===== src/rtl/wb_pkg.sv =====
// Shared Wishbone definitions for the interconnect and its arbiters.
// Provides the default bus widths, the one-hot grant encoding and the
// arbiter state encoding, plus a helper that picks the other master.
package wb_pkg;

    localparam int WB_AW = 32;
    localparam int WB_DW = 32;

    typedef enum logic [1:0] {
        GNT_NONE = 2'b00,
        GNT_M0   = 2'b01,
        GNT_M1   = 2'b10
    } grant_e;

    typedef enum logic [1:0] {
        ST_IDLE  = 2'd0,
        ST_GRANT = 2'd1,
        ST_ABORT = 2'd2
    } state_e;

    // On a tie the master that did not own the bus last wins.
    function automatic grant_e other_master(input grant_e g);
        return (g == GNT_M0) ? GNT_M1 : GNT_M0;
    endfunction

endpackage


===== src/rtl/wb_watchdog.sv =====
// Outstanding-request counter and hung-slave watchdog for one grant.
// Ports:
//   i_clk, i_reset  clock, synchronous active-high reset
//   i_active        arbiter is in GRANT; both counters clear when low
//   i_issue         a request was accepted by the slave this cycle
//   i_resp          the slave returned ACK or ERR this cycle
//   o_full          outstanding counter is at its maximum
//   o_expired       the next cycle is the TIMEOUT-th cycle without progress
module wb_watchdog
    import wb_pkg::*;
#(
    parameter int TIMEOUT = 255,  // must be >= 2
    parameter int OUTW    = 4
) (
    input  logic i_clk,
    input  logic i_reset,
    input  logic i_active,
    input  logic i_issue,
    input  logic i_resp,
    output logic o_full,
    output logic o_expired
);

    localparam int WDW = $clog2(TIMEOUT + 1);
    localparam logic [OUTW-1:0] CNT_MAX = '1;
    // The abort cycle itself is the TIMEOUT-th silent cycle, so the arbiter
    // must decide one cycle earlier, when TIMEOUT-1 silent cycles have run.
    localparam logic [WDW-1:0] WD_LAST = WDW'(TIMEOUT - 2);

    logic [OUTW-1:0] r_count;
    logic [WDW-1:0]  r_wd;
    logic            w_inc;
    logic            w_dec;
    logic            w_counting;

    assign w_inc      = i_issue && !o_full;
    assign w_dec      = i_resp && (r_count != '0);
    assign w_counting = i_active && (r_count != '0) && !i_resp;

    assign o_full    = (r_count == CNT_MAX);
    assign o_expired = w_counting && (r_wd == WD_LAST);

    // NOTE: sequential state uses non-blocking assignments so every register
    // samples pre-edge values, independent of process evaluation order.
    always_ff @(posedge i_clk) begin
        if (i_reset || !i_active) begin
            r_count <= '0;
            r_wd    <= '0;
        end else begin
            if (w_inc && !w_dec)
                r_count <= r_count + OUTW'(1);
            else if (w_dec && !w_inc)
                r_count <= r_count - OUTW'(1);

            if (w_counting)
                r_wd <= r_wd + WDW'(1);
            else
                r_wd <= '0;
        end
    end

endmodule


===== src/rtl/wb_arbiter_2to1.sv =====
// Two-master round-robin arbiter in front of one Wishbone pipelined slave path.
// The grant is registered and held for the owner's whole CYC; a watchdog turns
// a hung slave into a one-cycle ERR to the owner.
// Ports:
//   i_clk, i_reset          clock, synchronous active-high reset
//   i_mX_* / o_mX_*         master X request inputs and response outputs
//   o_wb_* / i_wb_*         shared slave path
//   o_grant                 one-hot owner (01 = m0, 10 = m1, 00 = none)
//   o_timeout               one-cycle pulse when the watchdog aborts a grant
module wb_arbiter_2to1
    import wb_pkg::*;
#(
    parameter int AW      = WB_AW,
    parameter int DW      = WB_DW,
    parameter int TIMEOUT = 255,
    parameter int OUTW    = 4
) (
    input  logic            i_clk,
    input  logic            i_reset,
    input  logic            i_m0_cyc,
    input  logic            i_m0_stb,
    input  logic            i_m0_we,
    input  logic [AW-1:0]   i_m0_addr,
    input  logic [DW-1:0]   i_m0_data,
    input  logic [DW/8-1:0] i_m0_sel,
    output logic            o_m0_ack,
    output logic            o_m0_stall,
    output logic            o_m0_err,
    output logic [DW-1:0]   o_m0_data,
    input  logic            i_m1_cyc,
    input  logic            i_m1_stb,
    input  logic            i_m1_we,
    input  logic [AW-1:0]   i_m1_addr,
    input  logic [DW-1:0]   i_m1_data,
    input  logic [DW/8-1:0] i_m1_sel,
    output logic            o_m1_ack,
    output logic            o_m1_stall,
    output logic            o_m1_err,
    output logic [DW-1:0]   o_m1_data,
    output logic            o_wb_cyc,
    output logic            o_wb_stb,
    output logic            o_wb_we,
    output logic [AW-1:0]   o_wb_addr,
    output logic [DW-1:0]   o_wb_data,
    output logic [DW/8-1:0] o_wb_sel,
    input  logic            i_wb_ack,
    input  logic            i_wb_stall,
    input  logic            i_wb_err,
    input  logic [DW-1:0]   i_wb_data,
    output logic [1:0]      o_grant,
    output logic            o_timeout
);

    state_e r_state, w_state_next;
    grant_e r_grant, w_grant_next;
    grant_e r_last_owner, w_last_next;
    logic   r_abort_pulse;

    logic            w_own_m1;
    logic            w_own_cyc;
    logic            w_own_stb;
    logic            w_own_we;
    logic [AW-1:0]   w_own_addr;
    logic [DW-1:0]   w_own_data;
    logic [DW/8-1:0] w_own_sel;
    logic            w_full;
    logic            w_expired;

    // Owner request path, selected by the registered grant.
    assign w_own_m1   = (r_grant == GNT_M1);
    assign w_own_cyc  = ((r_grant == GNT_M0) && i_m0_cyc) || ((r_grant == GNT_M1) && i_m1_cyc);
    assign w_own_stb  = w_own_m1 ? i_m1_stb  : i_m0_stb;
    assign w_own_we   = w_own_m1 ? i_m1_we   : i_m0_we;
    assign w_own_addr = w_own_m1 ? i_m1_addr : i_m0_addr;
    assign w_own_data = w_own_m1 ? i_m1_data : i_m0_data;
    assign w_own_sel  = w_own_m1 ? i_m1_sel  : i_m0_sel;

    assign o_grant = r_grant;

    wb_watchdog #(
        .TIMEOUT (TIMEOUT),
        .OUTW    (OUTW)
    ) u_wd (
        .i_clk     (i_clk),
        .i_reset   (i_reset),
        .i_active  (r_state == ST_GRANT),
        .i_issue   (o_wb_stb && !i_wb_stall),
        .i_resp    (i_wb_ack || i_wb_err),
        .o_full    (w_full),
        .o_expired (w_expired)
    );

    // State register.
    always_ff @(posedge i_clk) begin
        if (i_reset) begin
            r_state       <= ST_IDLE;
            r_grant       <= GNT_NONE;
            r_last_owner  <= GNT_M1;
            r_abort_pulse <= 1'b0;
        end else begin
            r_state       <= w_state_next;
            r_grant       <= w_grant_next;
            r_last_owner  <= w_last_next;
            r_abort_pulse <= (r_state == ST_GRANT) && (w_state_next == ST_ABORT);
        end
    end

    // Next-state logic. Every release passes through IDLE, which guarantees
    // at least one idle cycle between two grants.
    always_comb begin
        w_state_next = r_state;
        w_grant_next = r_grant;
        w_last_next  = r_last_owner;
        case (r_state)
            ST_IDLE: begin
                if (i_m0_cyc && i_m1_cyc) begin
                    w_state_next = ST_GRANT;
                    w_grant_next = other_master(r_last_owner);
                end else if (i_m0_cyc) begin
                    w_state_next = ST_GRANT;
                    w_grant_next = GNT_M0;
                end else if (i_m1_cyc) begin
                    w_state_next = ST_GRANT;
                    w_grant_next = GNT_M1;
                end
            end
            ST_GRANT, ST_ABORT: begin
                // A CYC drop wins over a simultaneous expiry: the owner has
                // already given up, so no error is reported.
                if (!w_own_cyc) begin
                    w_state_next = ST_IDLE;
                    w_grant_next = GNT_NONE;
                    w_last_next  = r_grant;
                end else if ((r_state == ST_GRANT) && w_expired) begin
                    w_state_next = ST_ABORT;
                end
            end
            default: begin
                w_state_next = ST_IDLE;
                w_grant_next = GNT_NONE;
            end
        endcase
    end

    // Output logic.
    // NOTE: every output gets a default before the case so no path through
    // this block leaves a signal unassigned and infers a latch.
    always_comb begin
        o_wb_cyc   = 1'b0;
        o_wb_stb   = 1'b0;
        o_wb_we    = 1'b0;
        o_wb_addr  = '0;
        o_wb_data  = '0;
        o_wb_sel   = '0;
        o_m0_ack   = 1'b0;
        o_m0_err   = 1'b0;
        o_m0_stall = 1'b1;
        o_m0_data  = '0;
        o_m1_ack   = 1'b0;
        o_m1_err   = 1'b0;
        o_m1_stall = 1'b1;
        o_m1_data  = '0;
        o_timeout  = 1'b0;
        case (r_state)
            ST_GRANT: begin
                o_wb_cyc  = w_own_cyc;
                // STB is withheld while the counter is full so the slave cannot
                // accept a request the owner sees as stalled; STB without CYC is
                // never forwarded.
                o_wb_stb  = w_own_cyc && w_own_stb && !w_full;
                o_wb_we   = w_own_we;
                o_wb_addr = w_own_addr;
                o_wb_data = w_own_data;
                o_wb_sel  = w_own_sel;
                if (w_own_m1) begin
                    o_m1_stall = i_wb_stall || w_full;
                    o_m1_ack   = i_wb_ack;
                    o_m1_err   = i_wb_err;
                    o_m1_data  = i_wb_data;
                end else begin
                    o_m0_stall = i_wb_stall || w_full;
                    o_m0_ack   = i_wb_ack;
                    o_m0_err   = i_wb_err;
                    o_m0_data  = i_wb_data;
                end
            end
            ST_ABORT: begin
                // Slave responses are ignored here; only the abort error is sent.
                o_timeout = r_abort_pulse;
                if (w_own_m1)
                    o_m1_err = r_abort_pulse;
                else
                    o_m0_err = r_abort_pulse;
            end
            default: ;
        endcase
    end

endmodule


===== config.mk =====
export PLATFORM = sky130hd
export DESIGN_NAME = wb_arbiter_2to1
export DESIGN_NICKNAME = d
export VERILOG_FILES = /design/src/rtl/wb_pkg.sv /design/src/rtl/wb_watchdog.sv /design/src/rtl/wb_arbiter_2to1.sv
export SDC_FILE = /design/constraint.sdc
export NUM_CORES = 1
export LEC_CHECK = 0
export CORE_AREA = 2 2 126 128
export DETAILED_ROUTE_END_ITERATION = 10
export DIE_AREA = 0 0 128 130
export HOLD_SLACK_MARGIN = 0.03
export SLEW_MARGIN = 20
export SYNTH_ARGS = -nofsm -noshare
export SYNTH_HDL_FRONTEND = slang
export SYNTH_HIERARCHICAL = 1
export SYNTH_SLANG_ARGS = --single-unit

===== constraint.sdc =====
create_clock -name i_clk -period 4.4 [get_ports i_clk]
set_input_delay 0.88 -clock i_clk [delete_from_list [all_inputs] [get_ports i_clk]]
set_output_delay 0.88 -clock i_clk [all_outputs]
set_load 0.02 [all_outputs]

==> run_results.csv <==
group,metric,value,unit
sta,setup_tns,0,ns
sta,layout_min_cycle_time,3.53,ns
floorplan,initial_core_util,0.181,
grt,grt_pass1_vias,3783,
logic_synthesis,synth_area,2790,µm²
pwr,p_comb_frac,0.621,
clock_tree,clockBufferDepth,2,
min_path,min_path_cells,1,
routing,wl,14500,µm
finish,fillers,1578,
min_path,hp-class,"flop to flop",
logic_synthesis,synth_top_area_cell,"nand2_1",
grt,antenna_found_initial,0,
clock_tree,cts_setup_buffers,0,
sta,drv_slew,0,
finish,finish.instance_area,6190,µm²
grt,grt_usage,0.152,
placed_design,gp_congestion,0.848,
clock_tree,hold_buffers,0,
logic_synthesis,yosysWarnings,6,
min_path,whs_endpoint,"u_wd/r_wd[0]",
critical_path,timing.rr.end,"u_wd/r_count[3]",
sta,skew,0.00450,ns
grt,grt_pass1_wl,20800,µm
finish,area_growth,122,%
floorplan,top_level_ports,323,
logic_synthesis,synth-edff-count,0,
clock_tree,clock_latency,0.25,ns
finish,nets,921,
min_path,holdCritStartpoint,"u_wd/r_wd[0]",
logic_synthesis,ys.flop_type,"dfxtp_1",
clock_tree,htree_num_levels,1,
sta,period_share,0.803,
sta,setup_ws,0.869,ns
placed_design,post-place-ws,0.674,ns
pwr,ir_drop,0.135,mV
finish,n_antenna_cell,0,
logic_synthesis,synth_most_common_cell,"nand2_1",
critical_path,required,3.52,ns
floorplan,rows,46,
floorplan,fp.dieArea,16600,µm²
pwr,clkPwrFrac,0.189,
sta,hold_viol_final,0,
routing,drc,0,
clock_tree,cts_root_buffer,"clkbuf_16",
floorplan,die_h,130,µm
clock_tree,clkTransAtPathRegs,0.05,ns
placed_design,io_buffers,322,
finish,seq_area,380,µm²
placed_design,placed_area,6110,µm²
finish,multi_input_comb_area,2180,µm²
sta,rsz0062_at_grt,"false",
grt,grt_overflow_total,0,
pwr,sw_frac_of_total,0.347,
pwr,p_int,624,µW
logic_synthesis,async_reset_ff_frac,0,
routing,firstDrtPassIters,4,
pwr,p_seq_frac,0.190,
critical_path,rrSetupSlack,1.20,ns
pwr,p_per_area,154,nW/µm²
critical_path,reg2reg_depth,12,
sta,final-setup-viol-count,0,
critical_path,r2r-start,"o_grant[0]",
sta,worstMarginPinSlew,0.620,ns
floorplan,core-area,15400,µm²
logic_synthesis,synth_top_area_share,0.201,
logic_synthesis,synth_area_leaders,"nand2_1 (20%), a21boi_0 (19%), and3_1 (15%)",
critical_path,crit_type,"flop to output port",
logic_synthesis,synth_common_cells,"nand2_1 (149), a21boi_0 (69), and3_1 (67), clkbuf_1 (24), dfxtp_1 (19)",
routing,via_count,4122,
finish,drive_gt1_frac,0.0246,
placed_design,place_inst,919,
routing,drt_iter0_markers,176,
critical_path,end_kind,"output port",
logic_synthesis,syn_nets,631,
logic_synthesis,synth_seq_cells,19,
logic_synthesis,yosysUniqueCellTypes,41,
sta,clock.fmax,283,MHz
logic_synthesis,synth.avg_cell_area,6.30,µm²
logic_synthesis,synthCells,442,
placed_design,dp_hpwl,11400,µm
critical_path,critPathArrivalTime,2.65,ns
critical_path,critPathMaxFanout,61,
routing,wl_per_cell,15.7,µm
routing,viasPerCell,4.47,
routing,drtAntennaViolNets,0,
sta,relSlewSlack,0.587,
pwr,leakagePower,0.00252,µW
clock_tree,cts_resized,0,
critical_path,critical_path.startpoint,"o_grant[1]",
clock_tree,cts_tree,"yes",
run,maxCapViolations,0,
clock_tree,clock_sinks,19,
clock_tree,numCtsBuffers,3,
logic_synthesis,yosysSeqAreaShare,0.137,
pwr,switching_power,331,µW
sta,whs,0.495,ns
finish,fin_cells,923,
grt,grt_max_degree,82,
floorplan,die_x,128,µm
critical_path,worst_setup_path_start_kind,"flop",
outcome,outcome,"finished, final reports clean",
[critical path, stage by stage, from the launching register on]
cell	delay [ns]
dfxtp_1	0.48
nor2b_4	0.23
buf_4	0.48
nand2_1	0.10
a21boi_0	0.34
clkdlybuf4s50_1	0.73
[worst max-delay path by stage]
stage | to | slack, ns | cells past startpoint
3_3_place_gp | u_wd/r_count[3] | 0.76 | 12
4_1_cts | o_wb_sel[1] | 0.87 | 5
2_1_floorplan | u_wd/r_count[3] | 1.21 | 11
5_1_grt | u_wd/r_count[3] | 0.62 | 12
3_5_place_dp | u_wd/r_count[3] | 0.67 | 12
6_report | o_wb_addr[30] | 0.87 | 5
[power by group through the flow]
stage | logic, µW | registers, µW | clock network, µW
final | 593 | 181 | 181
after global routing | 633 | 182 | 194
after CTS | 598 | 181 | 186
after detailed placement | 594 | 185 | 0
after global placement | 589 | 185 | 0
after floorplan | 252 | 184 | 0
[flip-flops by register name, summed over array words and instances (netlist names)]
| name | cells |
|---|---|
| r_state | 2 |
| u_wd/r_count | 4 |
| u_wd/r_wd | 8 |
| r_last_owner | 2 |
| o_grant | 2 |
| r_abort_pulse | 1 |
[final cells by class]
class                   count  area share
clock buffers               4      0.0127
flip-flops and latches     19      0.0614
inverters                   7     0.00424
well taps                 192      0.0388
multi-input cells         374       0.352
repair buffers            327       0.531
[cell families (layout without fill, tap and decap cells)]
group           after synthesis  after routing  share of synthesized area
mux                           5              5                     0.0184
xor+xnor                      8              8                     0.0251
simple gates                266            266                      0.454
fa+ha+maj                    10             10                     0.0476
flops                        19             19                      0.137
buf+inv                      49            338                     0.0907
compound gates               85             85                      0.228
[cell usage in the layout, fill, tap and decap left out, types with 2 or more instances in the layout]
cell type,Yosys,layout
nand3_1,6,6
nor2_1,18,18
inv_1,7,7
nand2b_1,4,3
a21boi_0,69,69
clkbuf_16,0,3
a211oi_1,3,3
nand3b_1,2,2
and3_1,67,67
mux2i_1,4,4
buf_4,16,3
nor3_1,3,3
a31oi_1,2,2
ha_1,9,8
clkdlybuf4s50_1,0,322
a21oi_1,4,4
or2_2,2,2
xor2_1,6,6
or3b_1,2,2
nor2b_1,5,4
buf_12,0,2
dfxtp_1,19,19
xnor2_1,2,2
nand2_1,149,149
[stage by stage]
step	total power [µW]	util
after floorplan	436	-
after global placement	774	0.396
after detailed placement	779	0.396
after CTS	965	0.401
after global routing	1010	0.401
final	956	0.401
[per-layer routing]
metal / GRT usage / up-vias / part of all wire
met1: 0.201 / 1898 / 0.43
met2: 0.276 / 146 / 0.50
met5: 0 / - / 0
met3: 0.0185 / 8 / 0.059
li1: - / 2070 / -
met4: 0.0149 / 0 / 0.0063
Power figures use the tool's default switching activity.
